$ cat config.mk
export PLATFORM = sky130hd
export DESIGN_NAME = pmem_arbiter
export DESIGN_NICKNAME = d
export VERILOG_FILES = /design/src/rtl/pmem_arbiter.sv
export SDC_FILE = /design/constraint.sdc
export NUM_CORES = 1
export LEC_CHECK = 0
export CORE_UTILIZATION = 33
export DETAILED_ROUTE_END_ITERATION = 7
export PLACE_DENSITY_LB_ADDON = 0.12
export SYNTH_ARGS = -nofsm -noshare
export SYNTH_HDL_FRONTEND = slang
export SYNTH_SLANG_ARGS = --single-unit
$ cat constraint.sdc
create_clock -name clk -period 6.1 [get_ports clk]
set_clock_uncertainty 0.1 [all_clocks]
set_input_delay 1.22 -clock clk [delete_from_list [all_inputs] [get_ports clk]]
set_output_delay 1.22 -clock clk [all_outputs]
set_load 0.005 [all_outputs]
$ cat src/rtl/pmem_arbiter.sv
// pmem_arbiter: shares one program-memory port between fetch and debug with a registered command stage and 2-cycle responses.
module pmem_arbiter #(
  parameter int ADDR_WIDTH   = 32,
  parameter int MEM_BYTES    = 256,
  parameter int STARVE_LIMIT = 4
) (
  input  logic                  clk,
  input  logic                  rst,
  input  logic                  if_req_valid,
  output logic                  if_req_ready,
  input  logic [ADDR_WIDTH-1:0] if_addr,
  output logic                  if_rsp_valid,
  output logic [31:0]           if_rsp_data,
  output logic                  if_rsp_err,
  input  logic                  dbg_halt,
  input  logic                  dbg_req_valid,
  output logic                  dbg_req_ready,
  input  logic                  dbg_we,
  input  logic [ADDR_WIDTH-1:0] dbg_addr,
  input  logic [31:0]           dbg_wdata,
  input  logic [3:0]            dbg_be,
  output logic                  dbg_rsp_valid,
  output logic [31:0]           dbg_rsp_data,
  output logic                  dbg_rsp_err,
  output logic [ADDR_WIDTH-1:0] mem_addr,
  input  logic [31:0]           mem_rdata,
  output logic                  mem_we,
  output logic [31:0]           mem_wdata,
  output logic [3:0]            mem_be
);
  localparam int SW = $clog2(STARVE_LIMIT + 1);
  localparam logic [ADDR_WIDTH-1:0] LAST = ADDR_WIDTH'(MEM_BYTES - 4);
  logic [SW-1:0] starve_q, starve_d;
  logic force_if, if_wait, rd_ok;
  logic [ADDR_WIDTH-1:0] req_addr;
  logic [31:0] rd_data;
  logic cmd_valid_q, cmd_valid_d, cmd_src_q, cmd_src_d, cmd_we_q, cmd_we_d, cmd_err_q, cmd_err_d;
  logic [ADDR_WIDTH-1:0] cmd_addr_q, cmd_addr_d;
  logic [31:0] cmd_wdata_q, cmd_wdata_d;
  logic [3:0] cmd_be_q, cmd_be_d;
  logic if_rsp_valid_q, if_rsp_valid_d, if_rsp_err_q, if_rsp_err_d;
  logic dbg_rsp_valid_q, dbg_rsp_valid_d, dbg_rsp_err_q, dbg_rsp_err_d;
  logic [31:0] if_rsp_data_q, if_rsp_data_d, dbg_rsp_data_q, dbg_rsp_data_d;
  assign force_if      = starve_q == SW'(STARVE_LIMIT);
  assign dbg_req_ready = dbg_req_valid & ~(force_if & if_req_valid & ~dbg_halt);
  assign if_req_ready  = if_req_valid & ~dbg_halt & (~dbg_req_valid | force_if);
  always_comb begin
    if_wait         = if_req_valid & ~dbg_halt;
    starve_d        = (if_req_ready | ~if_wait) ? '0 :
                      (dbg_req_ready & ~force_if) ? starve_q + 1'b1 : starve_q;
    req_addr        = dbg_req_ready ? dbg_addr : if_addr;
    cmd_valid_d     = if_req_ready | dbg_req_ready;
    cmd_src_d       = dbg_req_ready;
    cmd_we_d        = dbg_req_ready & dbg_we;
    cmd_addr_d      = cmd_valid_d ? req_addr : cmd_addr_q;
    cmd_wdata_d     = dbg_req_ready ? dbg_wdata : '0;
    cmd_be_d        = dbg_req_ready ? dbg_be : 4'hf;
    cmd_err_d       = cmd_valid_d & ((req_addr[1:0] != 2'b00) | (req_addr > LAST));
    rd_ok           = cmd_valid_q & ~cmd_we_q & ~cmd_err_q;
    rd_data         = rd_ok ? mem_rdata : '0;
    if_rsp_valid_d  = cmd_valid_q & ~cmd_src_q;
    if_rsp_err_d    = if_rsp_valid_d & cmd_err_q;
    if_rsp_data_d   = if_rsp_valid_d ? rd_data : '0;
    dbg_rsp_valid_d = cmd_valid_q & cmd_src_q;
    dbg_rsp_err_d   = dbg_rsp_valid_d & cmd_err_q;
    dbg_rsp_data_d  = dbg_rsp_valid_d ? rd_data : '0;
  end
  always_ff @(posedge clk or posedge rst) begin
    if (rst) begin
      starve_q        <= '0;
      cmd_valid_q     <= 1'b0;
      cmd_src_q       <= 1'b0;
      cmd_we_q        <= 1'b0;
      cmd_err_q       <= 1'b0;
      cmd_addr_q      <= '0;
      cmd_wdata_q     <= '0;
      cmd_be_q        <= '0;
      if_rsp_valid_q  <= 1'b0;
      if_rsp_err_q    <= 1'b0;
      if_rsp_data_q   <= '0;
      dbg_rsp_valid_q <= 1'b0;
      dbg_rsp_err_q   <= 1'b0;
      dbg_rsp_data_q  <= '0;
    end else begin
      starve_q        <= starve_d;
      cmd_valid_q     <= cmd_valid_d;
      cmd_src_q       <= cmd_src_d;
      cmd_we_q        <= cmd_we_d;
      cmd_err_q       <= cmd_err_d;
      cmd_addr_q      <= cmd_addr_d;
      cmd_wdata_q     <= cmd_wdata_d;
      cmd_be_q        <= cmd_be_d;
      if_rsp_valid_q  <= if_rsp_valid_d;
      if_rsp_err_q    <= if_rsp_err_d;
      if_rsp_data_q   <= if_rsp_data_d;
      dbg_rsp_valid_q <= dbg_rsp_valid_d;
      dbg_rsp_err_q   <= dbg_rsp_err_d;
      dbg_rsp_data_q  <= dbg_rsp_data_d;
    end
  end
  assign mem_addr      = cmd_addr_q;
  assign mem_we        = cmd_valid_q & cmd_we_q & ~cmd_err_q;
  assign mem_wdata     = cmd_wdata_q;
  assign mem_be        = cmd_valid_q ? cmd_be_q : 4'h0;
  assign if_rsp_valid  = if_rsp_valid_q;
  assign if_rsp_err    = if_rsp_err_q;
  assign if_rsp_data   = if_rsp_data_q;
  assign dbg_rsp_valid = dbg_rsp_valid_q;
  assign dbg_rsp_err   = dbg_rsp_err_q;
  assign dbg_rsp_data  = dbg_rsp_data_q;
endmodule

## Yosys cells after proc, flatten, opt, wreduce, memory -nomap -nowiden

Index checks and enable logic that the tools add are counted.

- Flip-flop bits (word level): 143
- Bits of input ports: 138
- Output and inout port bits: 139

- Reductions and logical operators: 2
- Bitwise gates (word level): 28
- Add/subtract/negate cells: 1
- Muxes and demuxes: 9
- Eq/ne operators: 1
- Magnitude comparators: 1

Operators with widths:

| cell | count |
|---|---|
| $mux 32 | 5 |
| $gt 32x8->1 const B | 1 |
| $and 1x1->1 | 16 |
| $mux 4 | 2 |
| $not 1->1 | 8 |
| $mux 3 | 2 |
| $or 1x1->1 | 4 |
| $reduce_bool 2->1 | 2 |
| $add 3x1->3 const B | 1 |
| $eq 3x3->1 const B | 1 |

## Longest topological paths before layout

Gate-level depths: netlist of run 1.

- Word-level depth: 9
- Depth in mapped cells: 8
- Depth with buffers taken out: 7

## Least setup slack after synthesis of run 1

OpenSTA, ideal clock, no wires.

- Path kind: input to output
- Start: in dbg_halt
- End: out dbg_req_ready
- Path buffers: 1
- Path slack: 2.932 ns
- Data required time: 4.780 ns
- Stages: 4
- Arrival: 1.848 ns
- Path through: nand2b_4 -> o21ai_4 -> inv_2 -> buf_2

- Cells in the longest elaborated chain, start to end: 4

RTL lines:

| element | RTL line | RTL |
|---|---|---|
| from (decl) | 15 | `input logic dbg_halt,` |
| $not 1->1 | 45 | `assign dbg_req_ready = dbg_req_valid & ~(force_if & if_req_valid & ~dbg_halt);` |
| $and 1x1->1 | 45 |  |
| $not 1->1 | 45 |  |
| $and 1x1->1 | 45 |  |
| to (decl) | 17 | `output logic dbg_req_ready,` |

No other way between the ends.

## Worst setup path in the final report of run 1

- Start: in if_req_valid
- End: out dbg_req_ready

- Cells in the longest elaborated chain, start to end: 4

RTL lines:

| element | RTL line | RTL |
|---|---|---|
| from (decl) | 9 | `input logic if_req_valid,` |
| $and 1x1->1 (2 in series) | 45 |  |
| $not 1->1 | 45 |  |
| $and 1x1->1 | 45 |  |

No other way between the ends.

==> impl_metrics.json, run 1 <==
{
  "vdd_ir_drop_max_mv": 0.171,
  "grt_use_met3_pct": 6.49,
  "critical_path.max_stage_delay_ps": 520,
  "tritoncts": "done",
  "synth_edf_count": 0,
  "min_period_over_period_pct": 67.5,
  "status": "complete, no violations",
  "start_util_pct": 34.0,
  "cts.sinks": 143,
  "fill_cells": 1308,
  "hold_depth": 1,
  "combPwrFrac_pct": 13.0,
  "die_y_um": 128,
  "crit_top_cell": "clkdlybuf4s50_1",
  "clk_pin_slew_worst_paths_ps": 60,
  "crit_required_ps": 4780,
  "slowest_stage": "clkdlybuf4s50_1",
  "clock_power_share_pct": 44.6,
  "worstSetupStartpointType": "input port",
  "nets": 860,
  "synth_most_common_cell": "dfrtp_1",
  "antenna_cells": 0,
  "syn_inst": 441,
  "cts_buffers": 17,
  "timing.rr.end": "mem_addr[1]",
  "critPathMaxFanout": 27,
  "h-tree-depth": 4,
  "ys_seq_area_share_pct": 68.7,
  "cts_resized": 0,
  "core-area_um2": 15300,
  "ys_seq_elements": 143,
  "root_buffer": "clkbuf_16",
  "rows": 45,
  "grt_pass1_wl_um": 21800,
  "grtUsageMet2_pct": 28.4,
  "initialDrtViolationCount": 194,
  "yosys_warnings": 0,
  "finalCriticalPeriod_ps": 4120,
  "fin_util_pct": 57.4,
  "yosys.area.top_type": "dfrtp_1",
  "dp.cells": 912,
  "post-synth-top-area-fraction_pct": 68.7,
  "dieArea_um2": 16300,
  "p_sw_uw": 531,
  "syn_avg_cell_area_um2": 11.8,
  "syn_nets": 581,
  "antenna_found_initial": 0,
  "worst_pin_slew_ps": 887,
  "drive_gt1_share_pct": 5.87,
  "hold_viol_final": 0,
  "grt_use_total_pct": 17.7,
  "grt_max_degree": 104,
  "num_io_pins": 277,
  "grt_setup_unrepaired": "no",
  "crit_chain": "clkdlybuf4s50_1 -> nand2b_4 -> o21ai_4 -> buf_4 -> inv_2 -> clkdlybuf4s50_1",
  "clk_path_buf_depth": 2,
  "worstSetupPathType": "in -> out",
  "rr_startpoint": "starve_q[0]",
  "cellLeakagePower_uw": 0.00383,
  "synth_area_leaders": "dfrtp_1, and2_1, nand2_1",
  "post-route-drc-count": 0,
  "end_kind": "primary output",
  "hold_path.class": "reg -> reg",
  "cts_setup_buffers": 0,
  "critPathArrivalTime_ps": 2800,
  "hp-start": "starve_q[0]",
  "setup_tns_ps": 0,
  "intPower_uw": 1880,
  "vias_per_cell": 4.47,
  "port_buffers": 276,
  "setup-violations-final": 0,
  "seqPwrFrac_pct": 42.3,
  "top_usage_layer": "met2",
  "fmax_mhz": 243,
  "yosysUniqueCellTypes": 29,
  "place.gp.congestion": 0.907,
  "ff2ff_setup_slack_ps": 3890,
  "clk_latency_ps": 410,
  "place_hpwl_um": 10300,
  "hold_ws_ps": 376,
  "synth_flop_cell": "dfrtp_1",
  "globalRoute.totalOverflow": 0,
  "power_density_nw_per_um2": 275,
  "syn-cell-area_um2": 5210,
  "synthTopCellsByCount": "dfrtp_1, and2_1, nand2_1",
  "stdcell_count": 943,
  "drt_pre_antenna_iters": 4,
  "grt_use_met1_pct": 21.0,
  "async_flop_share_pct": 100,
  "die_w_um": 128,
  "avgRoutedWirePerCell_um": 14.8,
  "syn_to_final_growth_pct": 68.7,
  "ant_nets": 0,
  "drt-total-wl_um": 14000,
  "switching_share_pct": 22.0,
  "reg2regPathDepth": 9,
  "drv_slew": 0,
  "postCtsHoldBufs": 0,
  "p_total_uw": 2410,
  "drv_cap": 0,
  "maxSlewHeadroom_pct": 40.8,
  "min_to": "starve_q[0]",
  "route.vias.total": 4214,
  "grt_pass1_vias": 4199
}
[final cells by class]
class                   instances  area, um2  area share, %
clock buffers                  19        433           4.93
clock inverters                12        185           2.11
multi-input cells             272       1500           17.1
well taps                     211        264           3.01
inverters                       5       23.8          0.271
repair buffers                281       2800           31.9
flip-flops and latches        143       3580           40.7
[kinds of logic after synthesis]
family                   Yosys count  synth area share (%)
AO/OA/AOI/OAI                     42                  5.09
buffers and inverters             26                  2.50
flip-flops                       143                  68.7
multiplexers                       1                 0.192
adder cells (fa/ha/maj)            2                 0.480
AND/OR/NAND/NOR                  227                  23.0
[layer usage]
| metal | part of all wire (%) | routed length, um |
|---|---|---|
| met5 | 0 | 0 |
| met4 | 2.5 | 354 |
| met3 | 10 | 1450 |
| met2 | 47 | 6620 |
| met1 | 40 | 5530 |
[power by group through the flow]
stage / Combinational (uW) / Sequential (uW) / Clock, uW
final: 314 / 1020 / 1080
after global routing: 343 / 1030 / 1150
after CTS: 320 / 1020 / 1100
after detailed placement: 319 / 1040 / 0
after global placement: 315 / 1040 / 0
after floorplan: 86.6 / 1040 / 0
[metrics by stage]
stage	worst slack, ps	area [um2]
after floorplan	942	5210
after global placement	1980	8170
after detailed placement	1970	8170
after CTS	1970	8780
after global routing	1910	8780
final	1980	8780
[cell usage in the layout, fill, tap and decap left out, drive strengths merged]
| cell type | synthesis | routed |
|---|---|---|
| clkbuf | 10 | 19 |
| nor3b | 2 | 2 |
| clkdlybuf4s50 | 0 | 276 |
| inv | 5 | 8 |
| buf | 11 | 5 |
| nor2 | 33 | 33 |
| dfrtp | 143 | 143 |
| and2 | 103 | 103 |
| clkinv | 0 | 4 |
| ha | 2 | 2 |
| o22ai | 6 | 6 |
| a31oi | 26 | 26 |
| and3 | 1 | 1 |
| nand4 | 2 | 2 |
| nor4 | 12 | 12 |
| a21oi | 1 | 1 |
| nand2b | 5 | 5 |
| nand2 | 64 | 64 |
| and2b | 2 | 2 |
| mux2i | 1 | 1 |
| nand3 | 2 | 2 |
| bufinv | 0 | 4 |
| clkinvlp | 0 | 1 |
| nor3 | 1 | 1 |
| o21ai | 9 | 9 |
[registers in the layout, indices dropped and copies added, names as in the netlist, 3 cells and up]
signal,count
dbg_rsp_data,32
if_rsp_data,32
mem_addr,32
mem_wdata,32
cmd_be_q,4
starve_q,3
[worst max path at each step]
stage                             from             to  cells past startpoint
after global routing      if_req_valid  dbg_req_ready                      6
final                     if_req_valid  dbg_req_ready                      6
after global placement    if_req_valid  dbg_req_ready                      6
after detailed placement  if_req_valid  dbg_req_ready                      6
after CTS                 if_req_valid  dbg_req_ready                      6
after floorplan                    rst    cmd_be_q[0]                      1
[worst max-delay path: cells and delay by family]
kind | cells | cell delay [ps]
buf+inv | 4 | 1330
compound gates | 1 | 140
simple gates | 1 | 90
No activity file was read; power rests on OpenSTA's default activity.
==> inputs of run 2 (changes only) <==
Clock period 6.1 ns to 4 ns, I/O delays scaled along.
==> run 2 against run 1 <==
Sequential cell count stayed put. Final cell count is 0.11% higher. Wire length is 1.5% higher. Highest routed layer unchanged. Count of clock-buffer cells in the layout is 1 higher. Non-clock buffer count stayed put.
==> impl_metrics.json, run 2 (synthesis gave the netlist of run 1 again) <==
{
  "min_period_over_period_pct": 80.3,
  "stdcell_count": 944,
  "nets": 860,
  "clk_latency_ps": 410,
  "critPathMaxFanout": 8,
  "drv_cap": 0,
  "cts_resized": 0,
  "core-area_um2": 15300,
  "cellLeakagePower_uw": 0.00381,
  "crit_start": "dbg_req_valid",
  "drt-total-wl_um": 14200,
  "switching_share_pct": 22.7,
  "rr_startpoint": "starve_q[0]",
  "critPathArrivalTime_ps": 2310,
  "place_hpwl_um": 10200,
  "vias_per_cell": 4.46,
  "drv_slew": 0,
  "rows": 45,
  "cts.sinks": 143,
  "post-route-drc-count": 0,
  "combPwrFrac_pct": 13.3,
  "worst_pin_slew_ps": 791,
  "end_kind": "primary output",
  "seqPwrFrac_pct": 43.4,
  "clock_power_share_pct": 43.2,
  "cts_setup_buffers": 0,
  "crit_top_cell": "clkdlybuf4s50_1",
  "hold_viol_final": 0,
  "antenna_cells": 0,
  "drt_pre_antenna_iters": 4,
  "die_w_um": 128,
  "root_buffer": "clkbuf_16",
  "h-tree-depth": 4,
  "globalRoute.totalOverflow": 0,
  "final_common_cell": "clkdlybuf4s50_1",
  "vdd_ir_drop_max_mv": 0.257,
  "dieArea_um2": 16300,
  "avgRoutedWirePerCell_um": 15.0,
  "crit_chain": "clkdlybuf4s50_1 -> a21oi_2 -> clkdlybuf4s50_1",
  "syn_to_final_growth_pct": 68.4,
  "num_io_pins": 277,
  "setup_tns_ps": 0,
  "grt_use_total_pct": 18.0,
  "drive_gt1_share_pct": 6.14,
  "critical_path.max_stage_delay_ps": 570,
  "ant_nets": 0,
  "path_delay_family": "buffers and inverters",
  "ff2ff_setup_slack_ps": 1990,
  "grt_pass1_wl_um": 22100,
  "crit_required_ps": 3100,
  "worstSetupStartpointType": "input port",
  "crit_path_end": "if_req_ready",
  "initialDrtViolationCount": 131,
  "reg2regPathDepth": 8,
  "slowest_stage": "clkdlybuf4s50_1",
  "fmax_mhz": 311,
  "setup-violations-final": 0,
  "hold_path.class": "reg -> reg",
  "cp_num_cells": 3,
  "p_sw_uw": 817,
  "grt_setup_unrepaired": "no",
  "route.vias.total": 4214,
  "final_cell_mix": "clkdlybuf4s50_1, dfrtp_1, and2_1",
  "status": "complete, no violations",
  "grt_max_degree": 144,
  "die_y_um": 128,
  "place.gp.congestion": 0.839,
  "clk_pin_slew_worst_paths_ps": 60,
  "power_density_nw_per_um2": 410,
  "fill_cells": 1317,
  "timing.rr.end": "cmd_err_q",
  "dp.cells": 912,
  "port_buffers": 276,
  "clk_path_buf_depth": 2,
  "start_util_pct": 34.0,
  "finalCriticalPeriod_ps": 3210,
  "intPower_uw": 2780,
  "tritoncts": "done",
  "grt_pass1_vias": 4226,
  "finish.instance_area_um2": 8770,
  "postCtsHoldBufs": 0,
  "cts_buffers": 17,
  "maxSlewHeadroom_pct": 47.2,
  "postPlaceCellArea_um2": 8180,
  "worstSetupPathType": "in -> out",
  "antenna_found_initial": 0,
  "path_buf_inv": 2
}
[run 2: cell count changes in the layout (fill, tap and decap cells not counted), sizes merged]
cell      delta
clkbuf       +1
clkinv       -1
bufinv       -2
clkinvlp     +5
inv          -2
[run 2: metal layers]
layer	part of all wire [%]	vias to the layer above	global-route usage, %
li1	-	1986	-
met1	40	1995	21.1
met2	49	216	29.9
met3	9.1	17	6.37
met4	1.8	0	7.96
met5	0	-	0
[run 2: final cells by class]
type / instances / area, um2 / share of cell area (%)
Timing Repair Buffer: 281 / 2810 / 32.1
Sequential cell: 143 / 3580 / 40.8
Inverter: 5 / 22.5 / 0.257
Multi-Input combinational cell: 272 / 1500 / 17.1
Clock buffer: 20 / 457 / 5.21
Tap cell: 211 / 264 / 3.01
Clock inverter: 12 / 134 / 1.53
[run 2: worst min path at each step]
stage / slack, ps / depth (start not counted) / to / start
floorplan: 340 / 1 / starve_q[0] / starve_q[0]
global placement: 370 / 2 / mem_addr[7] / mem_addr[7]
detailed placement: 370 / 1 / starve_q[0] / starve_q[0]
CTS: 380 / 1 / starve_q[0] / starve_q[0]
global route: 390 / 1 / starve_q[0] / starve_q[0]
finish: 370 / 1 / starve_q[0] / starve_q[0]
[run 2: stage by stage]
step / power [uW] / utilization [%] / hold slack (ps) / setup WS (ps)
final: 3600 / 57.2 / 375 / 787
after global routing: 3750 / 57.2 / 390 / 688
after CTS: 3650 / 57.2 / 377 / 743
after detailed placement: 2070 / 53.4 / 369 / 744
after global placement: 2070 / 53.4 / 368 / 823
after floorplan: 1720 / - / 338 / 1310
[run 2: power groups by stage]
stage / sequential [uW] / combinational [uW] / clock (uW)
after floorplan: 1590 / 132 / 0
after global placement: 1580 / 481 / 0
after detailed placement: 1590 / 487 / 0
after CTS: 1560 / 489 / 1600
after global routing: 1570 / 522 / 1650
final: 1560 / 480 / 1560
